$ cat config.mk
export PLATFORM = sky130hd
export DESIGN_NAME = sprite_tile_renderer
export DESIGN_NICKNAME = d
export VERILOG_FILES = /design/src/rtl/sprite_tile_renderer.sv
export SDC_FILE = /design/constraint.sdc
export NUM_CORES = 1
export LEC_CHECK = 0
export ABC_AREA = 1
export BUFFER_PORTS_ARGS = -buffer_cell sky130_fd_sc_hd__buf_2
export CAP_MARGIN = 15
export CORE_ASPECT_RATIO = 0.9
export CORE_MARGIN = 3
export CORE_UTILIZATION = 54
export DETAILED_ROUTE_END_ITERATION = 8
export GPL_TIMING_DRIVEN = 0
export HOLD_SLACK_MARGIN = 0.02
export PLACE_DENSITY_LB_ADDON = 0.15
export SYNTH_ARGS = -nofsm -noshare
export SYNTH_HDL_FRONTEND = slang
export SYNTH_SLANG_ARGS = --single-unit
$ cat constraint.sdc
create_clock -name clock -period 3.9 [get_ports clock]
set_input_delay 0.195 -clock clock [delete_from_list [all_inputs] [get_ports clock]]
set_output_delay 0.195 -clock clock [all_outputs]
set_load 0.02 [all_outputs]
$ cat src/rtl/sprite_tile_renderer.sv
// Per-frame sprite renderer: optional background repaint, erase of moved/disabled
// sprites, then priority-ordered redraw with colour-key transparency onto a VGA write port.
module sprite_tile_renderer #(
  parameter int                 N_SPR     = 4,
  parameter int                 TILE      = 5,
  parameter int                 GX_W      = 5,
  parameter int                 GY_W      = 4,
  parameter int                 SCR_W     = 160,
  parameter int                 SCR_H     = 120,
  parameter int                 COLOR_W   = 12,
  parameter int                 ROM_LAT   = 2,
  parameter logic [COLOR_W-1:0] KEY_COLOR = 12'hF0F,
  parameter int                 SA_W      = $clog2(N_SPR * TILE * TILE)
) (
  input  logic                    clock,
  input  logic                    resetn,
  input  logic                    start,
  input  logic                    full_redraw,
  input  logic [N_SPR-1:0]        spr_en,
  input  logic [N_SPR*GX_W-1:0]   spr_gx,
  input  logic [N_SPR*GY_W-1:0]   spr_gy,
  output logic                    busy,
  output logic                    done,
  output logic [7:0]              bg_x,
  output logic [6:0]              bg_y,
  input  logic [COLOR_W-1:0]      bg_color,
  output logic [SA_W-1:0]         spr_addr,
  input  logic [COLOR_W-1:0]      spr_color,
  output logic [7:0]              vga_x,
  output logic [6:0]              vga_y,
  output logic [COLOR_W-1:0]      vga_color,
  output logic                    vga_we
);

  localparam int IW  = (N_SPR > 1) ? $clog2(N_SPR) : 1;
  localparam int IW1 = IW + 1;
  localparam int DW  = (TILE > 1) ? $clog2(TILE) : 1;
  localparam int LW  = $clog2(ROM_LAT + 1);

  typedef enum logic [2:0] {S_IDLE, S_BG, S_ERASE, S_DRAW, S_FLUSH, S_DONE} state_t;

  typedef struct packed {
    logic       v;
    logic       ok;
    logic       is_spr;
    logic [7:0] x;
    logic [6:0] y;
  } slot_t;

  state_t                state;
  logic [IW-1:0]         cur_i;
  logic [DW-1:0]         dx, dy;
  logic [7:0]            bx;
  logic [6:0]            by;
  logic [LW-1:0]         fl_cnt;
  logic                  first_frame;
  logic [N_SPR-1:0]      drawn;
  logic [GX_W-1:0]       last_gx [N_SPR];
  logic [GY_W-1:0]       last_gy [N_SPR];
  logic [N_SPR-1:0]      en_q;
  logic [N_SPR*GX_W-1:0] gx_q;
  logic [N_SPR*GY_W-1:0] gy_q;
  slot_t                 pipe [ROM_LAT];

  logic [N_SPR-1:0]      en_eff, erase_q;
  logic [N_SPR*GX_W-1:0] gx_eff;
  logic [N_SPR*GY_W-1:0] gy_eff;
  logic [IW:0]           erase_first, erase_next, draw_first, draw_next, cur_next;
  state_t                ent_d_state, ent_e_state;
  logic [IW-1:0]         ent_d_idx, ent_e_idx;
  logic [GX_W-1:0]       sel_gx;
  logic [GY_W-1:0]       sel_gy;
  logic [8:0]            px;
  logic [7:0]            py;
  slot_t                 slot;

  // Lowest set index >= from; MSB of the result flags "none found".
  function automatic logic [IW:0] find_from(input logic [N_SPR-1:0] m, input logic [IW:0] from);
    logic [IW:0] r;
    r = {1'b1, {IW{1'b0}}};
    for (int j = N_SPR - 1; j >= 0; j--)
      if (m[j] && (IW1'(j) >= from)) r = {1'b0, IW'(j)};
    return r;
  endfunction

  // In IDLE the live inputs stand in for the snapshot so the start edge can pick the first slot.
  // NOTE: every always_comb output gets a default first so no path leaves it unassigned (no latch).
  always_comb begin
    en_eff  = (state == S_IDLE) ? spr_en : en_q;
    gx_eff  = (state == S_IDLE) ? spr_gx : gx_q;
    gy_eff  = (state == S_IDLE) ? spr_gy : gy_q;
    erase_q = '0;
    for (int i = 0; i < N_SPR; i++)
      erase_q[i] = drawn[i] && (!en_eff[i] ||
                                gx_eff[i*GX_W +: GX_W] != last_gx[i] ||
                                gy_eff[i*GY_W +: GY_W] != last_gy[i]);
    cur_next    = IW1'(cur_i) + IW1'(1);
    erase_first = find_from(erase_q, '0);
    erase_next  = find_from(erase_q, cur_next);
    draw_first  = find_from(en_eff, '0);
    draw_next   = find_from(en_eff, cur_next);
  end

  always_comb begin
    ent_d_state = S_FLUSH;
    ent_d_idx   = '0;
    if (!draw_first[IW]) begin
      ent_d_state = S_DRAW;
      ent_d_idx   = draw_first[IW-1:0];
    end
    ent_e_state = ent_d_state;
    ent_e_idx   = ent_d_idx;
    if (!erase_first[IW]) begin
      ent_e_state = S_ERASE;
      ent_e_idx   = erase_first[IW-1:0];
    end
  end

  always_comb begin
    sel_gx      = (state == S_ERASE) ? last_gx[cur_i] : gx_q[cur_i*GX_W +: GX_W];
    sel_gy      = (state == S_ERASE) ? last_gy[cur_i] : gy_q[cur_i*GY_W +: GY_W];
    px          = 9'(sel_gx) * 9'(TILE) + 9'(dx);
    py          = 8'(sel_gy) * 8'(TILE) + 8'(dy);
    slot.v      = (state == S_BG) || (state == S_ERASE) || (state == S_DRAW);
    slot.is_spr = (state == S_DRAW);
    slot.x      = px[7:0];
    slot.y      = py[6:0];
    slot.ok     = (px < 9'(SCR_W)) && (py < 8'(SCR_H));
    if (state == S_BG) begin
      slot.x  = bx;
      slot.y  = by;
      slot.ok = 1'b1;
    end
  end

  // NOTE: state registers use non-blocking assignments only, so every read sees pre-edge values.
  always_ff @(posedge clock or negedge resetn) begin
    if (!resetn) begin
      state       <= S_IDLE;
      busy        <= 1'b0;
      done        <= 1'b0;
      cur_i       <= '0;
      dx          <= '0;
      dy          <= '0;
      bx          <= '0;
      by          <= '0;
      fl_cnt      <= '0;
      first_frame <= 1'b1;
      drawn       <= '0;
      en_q        <= '0;
      gx_q        <= '0;
      gy_q        <= '0;
      bg_x        <= '0;
      bg_y        <= '0;
      spr_addr    <= '0;
      // NOTE: last-position table is small and its reset value is architectural, so it is reset.
      for (int i = 0; i < N_SPR; i++) begin
        last_gx[i] <= '0;
        last_gy[i] <= '0;
      end
    end else begin
      done <= 1'b0;
      if (state == S_BG || state == S_ERASE) begin
        bg_x <= slot.x;
        bg_y <= slot.y;
      end
      if (state == S_DRAW)
        spr_addr <= SA_W'(cur_i) * SA_W'(TILE * TILE) + SA_W'(dy) * SA_W'(TILE) + SA_W'(dx);

      case (state)
        S_IDLE: if (start) begin
          busy   <= 1'b1;
          en_q   <= spr_en;
          gx_q   <= spr_gx;
          gy_q   <= spr_gy;
          bx     <= '0;
          by     <= '0;
          dx     <= '0;
          dy     <= '0;
          fl_cnt <= '0;
          if (full_redraw || first_frame) begin
            state <= S_BG;
          end else begin
            state <= ent_e_state;
            cur_i <= ent_e_idx;
          end
        end
        S_BG: begin
          if (bx == 8'(SCR_W - 1)) begin
            bx <= '0;
            if (by == 7'(SCR_H - 1)) begin
              by          <= '0;
              first_frame <= 1'b0;
              state       <= ent_d_state;
              cur_i       <= ent_d_idx;
            end else begin
              by <= by + 7'd1;
            end
          end else begin
            bx <= bx + 8'd1;
          end
        end
        S_ERASE, S_DRAW: begin
          if (dx == DW'(TILE - 1)) begin
            dx <= '0;
            if (dy == DW'(TILE - 1)) begin
              dy <= '0;
              if (state == S_DRAW) begin
                last_gx[cur_i] <= gx_q[cur_i*GX_W +: GX_W];
                last_gy[cur_i] <= gy_q[cur_i*GY_W +: GY_W];
                drawn[cur_i]   <= 1'b1;
                if (!draw_next[IW]) cur_i <= draw_next[IW-1:0];
                else                state <= S_FLUSH;
              end else if (!erase_next[IW]) begin
                cur_i <= erase_next[IW-1:0];
              end else begin
                state <= ent_d_state;
                cur_i <= ent_d_idx;
              end
            end else begin
              dy <= dy + DW'(1);
            end
          end else begin
            dx <= dx + DW'(1);
          end
        end
        S_FLUSH: begin
          drawn <= drawn & en_q;
          if (fl_cnt == LW'(ROM_LAT - 1)) state  <= S_DONE;
          else                            fl_cnt <= fl_cnt + LW'(1);
        end
        S_DONE: begin
          done  <= 1'b1;
          busy  <= 1'b0;
          state <= S_IDLE;
        end
        default: state <= S_IDLE;
      endcase
    end
  end

  // Slot attributes ride alongside the ROM latency so each write meets its own data.
  always_ff @(posedge clock or negedge resetn) begin
    if (!resetn) begin
      for (int s = 0; s < ROM_LAT; s++) pipe[s] <= '0;
      vga_x     <= '0;
      vga_y     <= '0;
      vga_color <= '0;
      vga_we    <= 1'b0;
    end else begin
      pipe[0] <= slot;
      for (int s = 1; s < ROM_LAT; s++) pipe[s] <= pipe[s-1];
      vga_we <= 1'b0;
      if (pipe[ROM_LAT-1].v) begin
        vga_x     <= pipe[ROM_LAT-1].x;
        vga_y     <= pipe[ROM_LAT-1].y;
        vga_color <= pipe[ROM_LAT-1].is_spr ? spr_color : bg_color;
        vga_we    <= pipe[ROM_LAT-1].ok &&
                     !(pipe[ROM_LAT-1].is_spr && spr_color == KEY_COLOR);
      end
    end
  end

endmodule
==> results of run 1 <==
## layout make-up
type	instances	area [sq um]
buffer	49	302
clock buffer	17	425
clock inverter	15	198
fill	1592	5960
inverter	149	563
multi-input combinational	941	5320
sequential	197	4940
tap	250	313
timing repair buffer	200	1380
## cells by family (layout without fill, tap and decap cells)
kind of cell               count (synthesis)  after routing  synth area share [%]
and+or+nand+nor                          568            568                  21.8
AOI/OAI and AO/OA                        267            267                  13.5
buffers and inverters                    198            430                  7.35
DFF                                      197            197                  45.6
adders and majority gates                 61             61                  7.47
muxes                                     30             30                  3.12
xor gates and xnor gates                  15             15                  1.21
## worst max-delay path: stages, from the launching register on
cell      delay (ns)
dfrtp_2         0.46
clkinv_2        0.15
clkbuf_4        0.28
o21ai_0         0.15
a21oi_1         0.37
o31ai_4         0.15
ha_1            0.31
ha_1            0.32
fa_1            0.48
nand3_1         0.11
nand2_1         0.07
xor2_1          0.16
or4_4           0.54
o21ai_2         0.09
inv_1           0.05
## power groups by stage
| stage | Clock [mW] | Combinational (mW) | Sequential (mW) |
|---|---|---|---|
| floorplan | 0 | 4.56 | 3.45 |
| global placement | 0 | 6.83 | 3.24 |
| detailed placement | 0 | 6.97 | 3.27 |
| CTS | 1.84 | 7.60 | 3.20 |
| global route | 1.93 | 8.96 | 3.27 |
| finish | 1.82 | 8.18 | 3.21 |
## routing by layer
| metal | GRT usage [%] | vias up | part of all wire (%) |
|---|---|---|---|
| met5 | 0 | - | 0 |
| met4 | 15.9 | 0 | 5.3 |
| met3 | 6.02 | 130 | 8.5 |
| met2 | 51.6 | 586 | 47 |
| met1 | 39.5 | 4921 | 39 |
| li1 | - | 4827 | - |
## per-stage QoR
stage | cells | area [sq um] | TNS (ns) | setup slack [ns]
2_1_floorplan | 1336 | 10800 | 0 | 0.177
3_3_place_gp | 1705 | 11700 | -145.72 | -1.25
3_5_place_dp | 1707 | 11800 | -17.31 | -1.29
4_1_cts | 1805 | 13300 | 0 | 0.0213
5_1_grt | 1818 | 13400 | -0.0109 | -0.0109
6_report | 1818 | 13400 | 0 | 0.104
## sequential cells by signal, summed over array words and instances (netlist names), 2 cells and up
register,count
bg_x,8
last_gx,20
gx_q,20
last_gy,16
dx,3
vga_color,12
spr_addr,7
en_q,4
cur_i,2
drawn,4
fl_cnt,2
state,3
dy,3
bg_y,7
vga_y,7
gy_q,16
bx,8
pipe,36
by,7
vga_x,8
## how the worst max path moves through the flow
stage | cells after the start | to | slack (ns)
2_1_floorplan | 19 | bg_x[6]$_DFFE_PN0P_ | 0.18
3_3_place_gp | 17 | pipe[34]$_DFF_PN0_ | -1.25
3_5_place_dp | 17 | pipe[34]$_DFF_PN0_ | -1.29
4_1_cts | 19 | pipe[34]$_DFF_PN0_ | 0.02
5_1_grt | 17 | pipe[34]$_DFF_PN0_ | -0.01
6_report | 14 | pipe[34]$_DFF_PN0_ | 0.10
## repair_timing
action	4_1_cts	5_1_grt
hold endpoints to repair	141	0
buffers inserted	7	13
pin swaps	3	6
gates resized for setup	57	26
hold buffers	59	0
endpoints found under the setup margin	26	7
## cell usage in the layout (no fill, tap or decap), drive strengths merged, types with 55 or more instances in the layout
master	instances
o21ai	152
dfrtp	196
nand3	74
nor2	78
dlygate4sd3	59
buf	159
nand2	382
a21oi	61
ha	55
inv	151
==> metrics.md, run 1 <==
| Metric | Value |
|---|---|
| Peak supply drop | `0.435 mV` |
| First-pass GRT wire length | `53500 microns` |
| Rel. slew slack | `47.1%` |
| Fin util | `69.3%` |
| DIE AREA | `0.0218 sq mm` |
| Hold path startpoint | `spr_color[9]` |
| Ys async rst share | `100%` |
| Top FF cell, synth | `dfrtp_1` |
| Worst-path clk slew | `0.08 ns` |
| Most common cell in the synthesized netlist | `nand2_1` |
| Synth Cell Area | `0.0108 sq mm` |
| Die width | `155 microns` |
| Gr ovfl total | `0` |
| Worst Setup Start Kind | `register` |
| HP Class | `in2reg` |
| Distinct cells, synth | `47` |
| Final WL | `34100 microns` |
| Minimum clock period | `3.80 ns` |
| Least-Margin Pin Slew | `0.793 ns` |
| Clock network fraction of total power | `13.8%` |
| Avg WL per Cell | `18.8 microns` |
| Share of layout cells above drive strength 1 | `18.0%` |
| Period Utilization, post-route | `97.3%` |
| CP required | `4.25 ns` |
| Gr usage total | `31.3%` |
| Worst Path Arrival | `4.14 ns` |
| Syn_area_per_cell | `8.09 sq um` |
| Status | `finished clean` |
| Sw power | `6.56 mW` |
| I/O pin total | `120` |
| Cells after Synth | `1336` |
| Crit-path max FO | `13` |
| Sw frac | `49.7%` |
| Final hold vios | `0` |
| Initial antenna violation count | `0` |
| R2r endpoint | `pipe[34]$_DFF_PN0_` |
| HPWL after detailed placement | `23400 microns` |
| Worst Setup SP | `cur_i[1]$_DFFE_PN0P_` |
| Reg2reg setup slack | `0.10 ns` |
| Crit. End Element | `register` |
| Number of DRC violations after detailed-routing iteration 0 | `1029` |
| Area growth from synthesis to layout | `24.3%` |
| Vias per Instance | `5.76` |
| Fmax | `263 MHz` |
| Total power | `13.2 mW` |
| #FFs+latches synth | `197` |
| Nets@finish | `1684` |
| FF-to-FF path depth | `14` |
| Core Area | `0.0194 sq mm` |
| CTS Sinks | `197` |
| Antenna cells | `0` |
| Worst-Skew Late Latency | `0.45 ns` |
| Gpl congestion | `1.00` |
| Vias in the first global route | `10300` |
| Pwr Density | `983 mW/mm^2` |
| R2R Path Start | `cur_i[1]$_DFFE_PN0P_` |
| Chip height | `140 microns` |
| Sequential-to-total area share from yosys stat | `45.6%` |
| Synth top area cells | `dfrtp_1 (45%), nand2_1 (13%), ha_1 (6.4%), o21ai_0 (6.3%), inv_1 (4.9%)` |
| MaxCap Viol Count | `0` |
| Seq pwr share | `24.3%` |
| CTS tree | `done` |
| Hold path cells | `3` |
| Vias | `10500` |
| Crit path kind | `reg2reg` |
| Pins Over Slew Limit | `0` |
| H-tree levels | `4` |
| # port buffers | `119` |
| Clock Tree Root | `clkbuf_16` |
| Final worst clock skew | `0.0155 ns` |
| Number of enable flip-flop cells after synthesis | `0` |
| Row count | `48` |
| Cell taking the most area after synthesis | `dfrtp_1` |
| DRT Pass-1 Iters | `6` |
| Yosys top cell area share | `45.4%` |
| Drt drc | `0` |
| Total CTS buffers | `17` |
| Clk buf depth | `2` |
| Hold Crit Endpoint | `vga_color[9]$_DFFE_PN0P_` |
| Synth Net Count | `1465` |
| Leak | `6.66 nW` |
| Largest net degree at the start of global routing | `104` |
| Final setup fails | `0` |
| Synth top cells by count | `nand2_1 (381), dfrtp_1 (196), inv_1 (142)` |
| Antenna-violating nets left | `0` |
| Internal | `6.65 mW` |
| Starting density of the core | `55.7%` |
| WHS | `0.0310 ns` |
| Comb pwr share | `61.9%` |
| RSZ-0062 raised after global routing | `true` |
| Total number of yosys warnings | `0` |
(Power assumes the default switching activity.)
==> run 2, diff against run 1 <==
GPL_TIMING_DRIVEN = not set   (was 0)
==> run 2 against run 1 <==
Effect of this change:
- final area down 2.0%
- via count down 6.5%
- die area unchanged
- fmax up 3.4%
- hold slack better by 0.0078 ns
- first-iteration DRC count down 33%
- critical path depth up 4
- clock skew up 0.0019 ns
- sequential power about the same
- sequential share of layout area up 0.71 points
- critical path type unchanged
- largest cell class unchanged
==> metrics.md, run 2 (same netlist as run 1, synthesis figures left out) <==
| Metric | Value |
|---|---|
| Status | `finished clean` |
| Gpl congestion | `0.945` |
| Crit. End Element | `register` |
| Starting density of the core | `55.7%` |
| Share of layout cells above drive strength 1 | `16.8%` |
| Vias | `9780` |
| Drt drc | `0` |
| Pins Over Slew Limit | `0` |
| Met3 wire length | `1670 microns` |
| Vias per Instance | `5.49` |
| Pwr Density | `961 mW/mm^2` |
| Nets@finish | `1649` |
| Clock Tree Root | `clkbuf_16` |
| HPWL after detailed placement | `20800 microns` |
| Crit path kind | `reg2reg` |
| HP Class | `in2reg` |
| Gr ovfl total | `0` |
| CP delay by family, top | `simple AND/OR/NAND/NOR gates` |
| Rel. slew slack | `38.7%` |
| Sum Neg Setup Slack | `0 ns` |
| Non-filler cells, final | `1783` |
| Avg WL per Cell | `16.4 microns` |
| Final worst clock skew | `0.0174 ns` |
| Crit-path max FO | `19` |
| Largest register by flop count | `pipe` |
| Worst path cell trace | `nor2_2 -> inv_1 -> nor2_2 -> clkinvlp_4 -> buf_12 -> o31ai_4 -> ha_1 -> ha_1 -> ha_4 -> nand3_1 -> and2_1 -> inv_1 -> a21oi_1 -> nor2_1 -> nor2_1 -> or4_1 -> o21ai_0 -> inv_1` |
| Period Utilization, post-route | `94.2%` |
| Final WL | `29300 microns` |
| Max Used Layer | `met4` |
| Core Area | `0.0194 sq mm` |
| Worst-Skew Late Latency | `0.45 ns` |
| Least-Margin Pin Slew | `0.919 ns` |
| Worst Setup Start Kind | `register` |
| I/O pin total | `120` |
| Peak supply drop | `0.469 mV` |
| First-pass GRT wire length | `48000 microns` |
| CTS Sinks | `197` |
| Number of DRC violations after detailed-routing iteration 0 | `685` |
| CP max stage delay | `0.54 ns` |
| Row count | `48` |
| Initial antenna violation count | `0` |
| CTS tree | `done` |
| # port buffers | `119` |
| DRT Pass-1 Iters | `5` |
| Final setup fails | `0` |
| CP required | `4.23 ns` |
| FILL cells | `1611` |
| Chip height | `140 microns` |
| Die width | `155 microns` |
| Inst Count DP | `1695` |
| Fin util | `67.9%` |
| Biggest regs | `pipe x36, gx_q x20, last_gx x20` |
| Crit-path most repeated cell | `inv_1` |
| H-tree levels | `4` |
| Setup WS post-layout | `0.228 ns` |
| Clk buf depth | `2` |
| Gr usage total | `27.6%` |
| Metal-1 WL | `12600 microns` |
| Antenna-violating nets left | `0` |
| Final hold vios | `0` |
| Pre-CTS WS | `0.0596 ns` |
| Vias in the first global route | `9498` |
| Leak | `6.56 nW` |
| Area growth from synthesis to layout | `21.8%` |
| Largest register FFs | `36` |
| Worst Path Arrival | `4.01 ns` |
| Antenna cells | `0` |
| Largest net degree at the start of global routing | `118` |
| Critical-path top delay cell | `or4_1` |
| Total CTS buffers | `17` |
| DIE AREA | `0.0218 sq mm` |
| Most frequent cells in the layout | `nand2_1 (381), dfrtp_1 (195), inv_1 (141), o21ai_0 (137), buf_2 (118)` |
| Minimum clock period | `3.67 ns` |
| Worst-path clk slew | `0.09 ns` |
| Fmax | `272 MHz` |
| Most common cell after layout, fill and taps aside | `nand2_1` |
| Met2 wire length | `14100 microns` |
| MaxCap Viol Count | `0` |
| Critical path buffers and inverters | `5` |
[run 2: worst paths after layout]
path                                                  to                 start  depth (start not counted)  slack (ns)
worst max-delay path                  pipe[34]$_DFF_PN0_  state[2]$_DFFE_PN0P_                         18        0.23
min in group asynchronous       vga_color[4]$_DFFE_PN0P_                resetn                          2        0.44
worst max register to register        pipe[34]$_DFF_PN0_  state[2]$_DFFE_PN0P_                         18        0.23
max in group asynchronous        first_frame$_DFFE_PN1P_                resetn                          3        2.46
worst min-delay path                 gx_q[4]$_DFFE_PN0P_             spr_gx[4]                          3        0.04
worst min register to register        pipe[15]$_DFF_PN0_    pipe[33]$_DFF_PN0_                          0        0.35
[run 2: metal layers]
metal / GRT usage (%) / vias to the layer above
met5: 0 / -
met4: 10.9 / 0
met3: 4.26 / 73
met2: 45.3 / 330
met1: 36.9 / 4638
li1: - / 4739
[run 2: where the power goes]
part / total (mW) / internal [mW] / switching (mW) / leakage (nW)
Combinational: 7.67 / 2.91 / 4.76 / 3.75
Clock: 1.78 / 0.867 / 0.912 / 0.291
Sequential: 3.20 / 2.78 / 0.420 / 2.52
[run 2: stage by stage]
stage | area [sq um] | hold slack (ns) | total power, mW
after floorplan | 10800 | -0.101 | 8.01
after global placement | 11800 | 0.331 | 10.1
after detailed placement | 11800 | 0.335 | 10.2
after CTS | 13000 | 0.0237 | 12.2
after global routing | 13200 | 0.0534 | 13.8
final | 13200 | 0.0388 | 12.7
[run 2: timing repair]
action / in CTS / in global routing
setup buffers: 0 / 1
endpoints found under the setup margin: 1 / 10
gates resized for setup: 1 / 27
hold endpoints to repair: 159 / 0
gates cloned: 0 / 1
hold buffers: 54 / 0
[run 2: worst min-delay path, stage by stage]
cell     delay (ns)
buf_2          0.11
nand2_1        0.05
o21ai_0        0.07
[run 2: cell type report]
cell class                      count  area (sq um)  share of cell area (%)
Tap cell                          250           313                    2.37
Clock inverter                     15           184                    1.40
Sequential cell                   197          4930                    37.4
Clock buffer                       17           425                    3.23
Timing Repair Buffer              214          1510                    11.5
Multi-Input combinational cell    941          5240                    39.8
Inverter                          149           563                    4.27
